--- src/rtl/cmp_pkg.sv ---
// Shared types for the nibble-serial comparator: sequencer states and the
// one-hot result encoding, ordered {lt, gt, eq}.
package cmp_pkg;

  typedef enum logic [1:0] {
    IDLE    = 2'd0,
    COMPARE = 2'd1,
    DONE    = 2'd2
  } state_t;

  localparam logic [2:0] RES_LT = 3'b100;
  localparam logic [2:0] RES_GT = 3'b010;
  localparam logic [2:0] RES_EQ = 3'b001;

endpackage

--- src/rtl/comparator_4bit.sv ---
// Unsigned 4-bit magnitude comparator; the single shared datapath element
// that the sequencer steps across the operand nibbles.
module comparator_4bit (
  input  logic [3:0] a,
  input  logic [3:0] b,
  output logic       l,
  output logic       g,
  output logic       e
);

  assign l = (a <  b);
  assign g = (a >  b);
  assign e = (a == b);

endmodule

--- src/rtl/wide_cmp_sequencer.sv ---
// Wide unsigned compare built from one 4-bit comparator, scanning nibbles
// MSB first, with valid/ready handshakes on operands and result.
module wide_cmp_sequencer
  import cmp_pkg::*;
#(
  parameter int WIDTH      = 16,
  parameter bit EARLY_EXIT = 1'b1
) (
  input  logic             clk,
  input  logic             rst_n,
  input  logic             in_valid,
  output logic             in_ready,
  input  logic [WIDTH-1:0] a,
  input  logic [WIDTH-1:0] b,
  output logic             out_valid,
  input  logic             out_ready,
  output logic             lt,
  output logic             gt,
  output logic             eq,
  output logic             busy
);

  localparam int NIB = WIDTH / 4;
  localparam int IW  = (NIB > 1) ? $clog2(NIB) : 1;
  localparam logic [IW-1:0] IDX_TOP = IW'(NIB - 1);

  state_t           state_q, state_d;
  logic [WIDTH-1:0] a_q, a_d, b_q, b_d;
  logic [IW-1:0]    idx_q, idx_d;
  logic             lt_s_q, lt_s_d, gt_s_q, gt_s_d;
  logic [2:0]       res_q, res_d;

  logic [3:0] nib_a, nib_b;
  logic       cmp_l, cmp_g, cmp_e;
  logic       undecided, new_lt, new_gt;

  always_comb begin
    nib_a = 4'h0;
    nib_b = 4'h0;
    for (int i = 0; i < NIB; i++) begin
      if (idx_q == IW'(i)) begin
        nib_a = a_q[4*i +: 4];
        nib_b = b_q[4*i +: 4];
      end
    end
  end

  comparator_4bit u_cmp (
    .a (nib_a),
    .b (nib_b),
    .l (cmp_l),
    .g (cmp_g),
    .e (cmp_e)
  );

  // Sticky decision: the first unequal nibble fixes the answer for the rest of the scan.
  assign undecided = ~lt_s_q & ~gt_s_q;
  assign new_lt    = lt_s_q | (undecided & ~cmp_e & cmp_l);
  assign new_gt    = gt_s_q | (undecided & ~cmp_e & cmp_g);

  always_comb begin
    state_d = state_q;
    a_d     = a_q;
    b_d     = b_q;
    idx_d   = idx_q;
    lt_s_d  = lt_s_q;
    gt_s_d  = gt_s_q;
    res_d   = res_q;
    case (state_q)
      IDLE: begin
        if (in_valid) begin
          a_d     = a;
          b_d     = b;
          idx_d   = IDX_TOP;
          lt_s_d  = 1'b0;
          gt_s_d  = 1'b0;
          state_d = COMPARE;
        end
      end
      COMPARE: begin
        lt_s_d = new_lt;
        gt_s_d = new_gt;
        if ((EARLY_EXIT && (new_lt || new_gt)) || (idx_q == '0)) begin
          res_d   = new_lt ? RES_LT : (new_gt ? RES_GT : RES_EQ);
          state_d = DONE;
        end else begin
          idx_d = idx_q - 1'b1;
        end
      end
      DONE: begin
        if (out_ready) begin
          res_d   = '0;
          state_d = IDLE;
        end
      end
      default: begin
        res_d   = '0;
        state_d = IDLE;
      end
    endcase
  end

  always_ff @(posedge clk or negedge rst_n) begin
    if (!rst_n) begin
      state_q <= IDLE;
      a_q     <= '0;
      b_q     <= '0;
      idx_q   <= '0;
      lt_s_q  <= 1'b0;
      gt_s_q  <= 1'b0;
      res_q   <= '0;
    end else begin
      state_q <= state_d;
      a_q     <= a_d;
      b_q     <= b_d;
      idx_q   <= idx_d;
      lt_s_q  <= lt_s_d;
      gt_s_q  <= gt_s_d;
      res_q   <= res_d;
    end
  end

  assign in_ready  = (state_q == IDLE);
  assign busy      = (state_q == COMPARE);
  assign out_valid = (state_q == DONE);
  assign lt        = res_q[2];
  assign gt        = res_q[1];
  assign eq        = res_q[0];

endmodule
--- config.mk ---
export PLATFORM = sky130hd
export DESIGN_NAME = wide_cmp_sequencer
export DESIGN_NICKNAME = d
export VERILOG_FILES = /design/src/rtl/cmp_pkg.sv /design/src/rtl/comparator_4bit.sv /design/src/rtl/wide_cmp_sequencer.sv
export SDC_FILE = /design/constraint.sdc
export NUM_CORES = 1
export LEC_CHECK = 0
export ABC_AREA = 1
export CAP_MARGIN = 20
export CORE_UTILIZATION = 50
export DETAILED_ROUTE_END_ITERATION = 16
export HOLD_SLACK_MARGIN = 0.03
export PLACE_DENSITY = 0.76
export SYNTH_ARGS = -nofsm -noshare
export SYNTH_HDL_FRONTEND = slang
export SYNTH_SLANG_ARGS = --single-unit
--- constraint.sdc ---
create_clock -name clk -period 3.6 [get_ports clk]
set_input_delay 0.72 -clock clk [delete_from_list [all_inputs] [get_ports clk]]
set_output_delay 0.72 -clock clk [all_outputs]
set_load 0.01 [all_outputs]
# [Word-level counts from Yosys, hierarchy flattened]
# Cells that the tools add are included.
[totals] in_bits=36 wordCells=63 output_inout_bits=6 regBits=41
[op_classes] reduce_logical=10 bitwise=10 eq_ne=10 muxes=23 order_cmp=2 n_addsub=1
[ops] op="$mux W4" count=8
[ops] op="$mux W2" count=6
[ops] op="$mux W3" count=3
[ops] op="$pmux W3 S3" count=1
[ops] op="$reduce_and A3 Y1" count=3
[ops] op="$eq A2 B2 Y1 const B" count=3
[ops] op="$pmux W2 S3" count=1
[ops] op="$and A1 B1 Y1" count=4
[ops] op="$eq A2 B1 Y1 const B" count=2
[ops] op="$eq A4 B4 Y1" count=1
[ops] op="$gt A4 B4 Y1" count=1
[ops] op="$logic_not A2 Y1" count=2
[ops] op="$lt A4 B4 Y1" count=1
[ops] op="$ne A2 B1 Y1 const B" count=2
[ops] op="$ne A2 B2 Y1 const B" count=2
[ops] op="$not A1 Y1" count=4
[ops] op="$pmux W1 S2" count=2
[ops] op="$pmux W2 S2" count=1
[ops] op="$reduce_and A2 Y1" count=2
[ops] op="$logic_or A1 B1 Y1" count=2
[ops] op="$or A1 B1 Y1" count=2
[ops] op="$reduce_bool A2 Y1" count=1
[ops] op="$sub A2 B1 Y2 const B" count=1
[ops] op="$mux W1" count=1

# [Logic depth before layout (Yosys ltp)]
[depth] ltp_word=14 depth_mapped=18 depth_no_buf=18

# [Hierarchy]
# From an unflattened synthesis, not the netlist that was laid out.
[unflattened] cells_unflattened=268 hier_area_um2=2083.2
[modules_own_cells] mod="wide_cmp_sequencer" cells_per_inst=248 n_inst=1 seq_area_each_um2=1026.0 area_per_inst_um2=1968.1
[modules_own_cells] mod="comparator_4bit" cells_per_inst=20 n_inst=1 seq_area_each_um2=0.0 area_per_inst_um2=115.1

# [Worst setup path after synthesis]
# No wires, ideal clock.
[synth_timing] path_kind="reg2reg" start="register idx_q[1]" end="register res_q[0]" n_path_buf=1 path_stages_with_launch=16 arrival_time_ns=2.070 setup_ns=0.117 required_time_ns=3.483 setup_slack_ns=1.414 period_less_slack_ns=2.186 path_cell_list="dfrtp_1 -> inv_1 -> ha_1 -> buf_2 -> nor2_4 -> a22oi_1 -> o21ai_0 -> o21ai_0 -> ha_1 -> nand2_2 -> nor2_4 -> nand4_4 -> nand2_1 -> nand2_2 -> nand3_1 -> nand2_1"
[synth_via] elab_chain_cells=14 word_cells_on_any_way=29 cone_classes="order compare (2); eq/ne (5); mux (12); bitwise (6); reduce/logical (4)"
[synth_lines] element="start: declaration" line="wide_cmp_sequencer.sv:29" rtl="logic [IW-1:0] idx_q, idx_d;"
[synth_lines] element="start signal: assignment" line="wide_cmp_sequencer.sv:116" rtl="idx_q <= idx_d;"
[synth_lines] element="parallel branches: the longest is 14 deep, another holds $gt A4 B4 Y1"
[synth_lines] element="end signal: assignment" line="wide_cmp_sequencer.sv:119" rtl="res_q <= res_d;"
[synth_lines] element="end: declaration" line="wide_cmp_sequencer.sv:31" rtl="logic [2:0] res_q, res_d;"
# Several ways; the timed one is not identified. The select of a mux whose other input is x is not followed.
# A chain may end at the register's enable or synchronous reset.

# [Worst setup path in the final report]
[layout_timing] start="register idx_q[1]" end="register res_q[2]"
[layout_via] elab_chain_cells=14 word_cells_on_any_way=28 cone_classes="order compare (2); eq/ne (5); mux (11); bitwise (6); reduce/logical (4)"
[layout_lines] element="parallel branches: the longest is 14 deep, another holds $lt A4 B4 Y1"
# Several ways; the timed one is not identified. The select of a mux whose other input is x is not followed.

==> flow_metrics.tcl <==
set metrics [dict create \
    outcome "complete, no violations" \
    highest_layer "met4" \
    async_flop_share_pct 100 \
    criticalPathCategory "reg2reg" \
    grtUsageTotal_pct 21.5 \
    syn-num-nets 299 \
    via_per_inst 4.93 \
    path_clk_slew_ns 0.08 \
    crit_fanout 9 \
    ant_nets 0 \
    leakage_nw 1.34 \
    syn_area_mm2 0.00205 \
    area_growth_pct 25.3 \
    syn_area_per_cell_um2 8.04 \
    drt-initial-drc-count 88 \
    ioPinCount 42 \
    hold_depth 2 \
    dp_slack_ns 1.13 \
    cts_sinks 41 \
    ys_seq_area_share_pct 50.0 \
    clock.fmax_mhz 404 \
    dpl.cell_count 336 \
    ir_drop_uv 345 \
    worst_pin_slew_ns 0.872 \
    cp.arrival_ns 2.71 \
    synth_area_leaders "dfrtp_1, nand2_1, ha_1" \
    crit_path_start "idx_q[1]" \
    final.fill_count 338 \
    multi_input_area_um2 907 \
    maxCapViolations 0 \
    hold_start "res_q[2]" \
    drv_slew 0 \
    wl_met3_um 164 \
    cts_tree "yes" \
    setup_slack_ns 1.13 \
    portBuffers 41 \
    p_total_mw 2.05 \
    avgRoutedWirePerCell_um 11.4 \
    worstPathRequired_ns 3.84 \
    min_period_ns 2.47 \
    start_util_pct 54.0 \
    netlist.area_leader.share_pct 50.0 \
    worstHoldEndpoint "res_q[2]" \
    wl_met2_um 1760 \
    r2r_cells 16 \
    ys_warn_count 0 \
    ys.flop_type "dfrtp_1" \
    synth_edf_count 0 \
    num_antenna_cells 0 \
    grt_setup_unrepaired "no" \
    finalNonFillerCells 344 \
    vias 1697 \
    fp-row-count 22 \
    final_cell_mix "nand2_1, dfrtp_1, clkdlybuf4s50_1" \
    clk_latency_ns 0.30 \
    die_w_um 66.0 \
    h-tree-depth 2 \
    dr.pass1.iters 4 \
    finalSetupViolations 0 \
    yosysTopAreaCell "dfrtp_1" \
    cts-root-buf "clkbuf_8" \
    fin_area_mm2 0.00257 \
    cts_buffer_depth 2 \
    relSlewSlack_pct 41.9 \
    reg2reg_slack_ns 1.13 \
    grt_max_degree 42 \
    post_synth_num_cell_types 21 \
    cp-start-kind "flip-flop" \
    synthCells 255 \
    finalNetCount 339 \
    p_comb_share_pct 42.7 \
    crit_path_end_kind "flip-flop" \
    dpl.hpwl_um 2830 \
    grt_pass1_wl_um 6870 \
    hold_buffers 0 \
    holdWs_ns 0.484 \
    fin_skew_ns 0.00787 \
    cts_resized 0 \
    met1_length_um 1910 \
    antenna_found_initial 0 \
    power_frac_clock_pct 18.1 \
    die_y_um 66.0 \
    p_int_mw 1.23 \
    seqPwrFrac_pct 39.2 \
    drive_above_1_share_pct 7.43 \
    wl_um 3930 \
    powerDensity_mw_per_mm2 798 \
    gr-total-overflow 0 \
    grt_pass1_vias 1566 \
    switching_share_pct 40.2 \
    hold_violations 0 \
    place_area_mm2 0.00246 \
    fin_crit_sh_pct 68.7 \
    drc 0 \
    final_common_cell "nand2_1" \
    core-area_mm2 0.00380 \
    regArea_mm2 0.00103 \
    ys_ff_latch 41 \
    place_congestion 0.819 \
    postCtsSetupRepairBufs 0 \
    numCtsBuffers 5 \
    reg2reg_to "res_q[2]" \
    p_switching_uw 825 \
    die_area_mm2 0.00436 \
    fin_setup_tns_ns 0 \
    utilization_pct 67.7 \
    hp-class "reg2reg" \
    regToRegStartpoint "idx_q[1]" \
]
[cell families (layout without fill, tap and decap cells)]
| kind of cell | count (synthesis) | after routing | synth area share [%] |
|---|---|---|---|
| buf+inv | 24 | 65 | 5.73 |
| flops | 41 | 41 | 50.0 |
| compound gates | 26 | 26 | 7.75 |
| simple gates | 156 | 156 | 31.6 |
| fa+ha+maj | 8 | 8 | 4.88 |
[worst max-delay path, stage by stage, from the launching register on]
cell and delay, ns:
dfrtp_1 0.43, inv_1 0.10, ha_1 0.37, nor2_4 0.11, a22oi_1 0.19, nand2_1 0.08, o211ai_1 0.09, nand2_1 0.08
ha_1 0.29, nand2_2 0.07, nor2_4 0.14, nand4_4 0.10, nand2_1 0.11, nand2_2 0.06, nand2_2 0.07, nand2_1 0.05
nand2_1 0.06
[power by group through the flow]
stage | clock network, mW | registers (mW) | logic [mW]
6_report | 0.371 | 0.805 | 0.876
5_1_grt | 0.399 | 0.828 | 1.02
3_5_place_dp | 0 | 0.811 | 0.885
2_1_floorplan | 0 | 0.769 | 0.688
4_1_cts | 0.376 | 0.806 | 0.890
3_3_place_gp | 0 | 0.811 | 0.860
[worst max-delay path by stage]
stage	slack, ns	cells past startpoint	endpoint
floorplan	1.41	15	res_q[0]
global placement	1.17	4	lt_s_q
detailed placement	1.13	4	gt_s_q
CTS	1.15	16	res_q[1]
global route	0.88	15	res_q[1]
finish	1.13	16	res_q[2]
[area by class of cell]
type | count | share of cell area, %
clock buffers | 6 | 2.82
clock inverters | 2 | 1.51
inverters | 16 | 2.34
multi-input cells | 190 | 35.3
flip-flops and latches | 41 | 39.9
well taps | 48 | 2.34
repair buffers | 41 | 15.8
[sequential cells by signal, indices dropped and copies added (netlist names)]
name     count
a_q         16
b_q         16
gt_s_q       1
idx_q        2
lt_s_q       1
res_q        3
state_q      2
[per-layer routing]
layer,vias to the layer above,GRT usage [%]
met4,0,10.4
met1,758,29.3
met3,10,4.66
met5,-,0
met2,43,32.4
li1,886,-
[cell usage after synthesis, types with 4 or more instances]
| cell | count |
|---|---|
| inv_1 | 12 |
| o21ai_0 | 10 |
| inv_2 | 4 |
| a22oi_1 | 8 |
| nor2_1 | 11 |
| nand3_1 | 4 |
| buf_2 | 4 |
| ha_1 | 8 |
| a21oi_1 | 5 |
| dfrtp_1 | 41 |
| nand2_2 | 4 |
| nand2_1 | 130 |
Power figures use the tool's default switching activity.
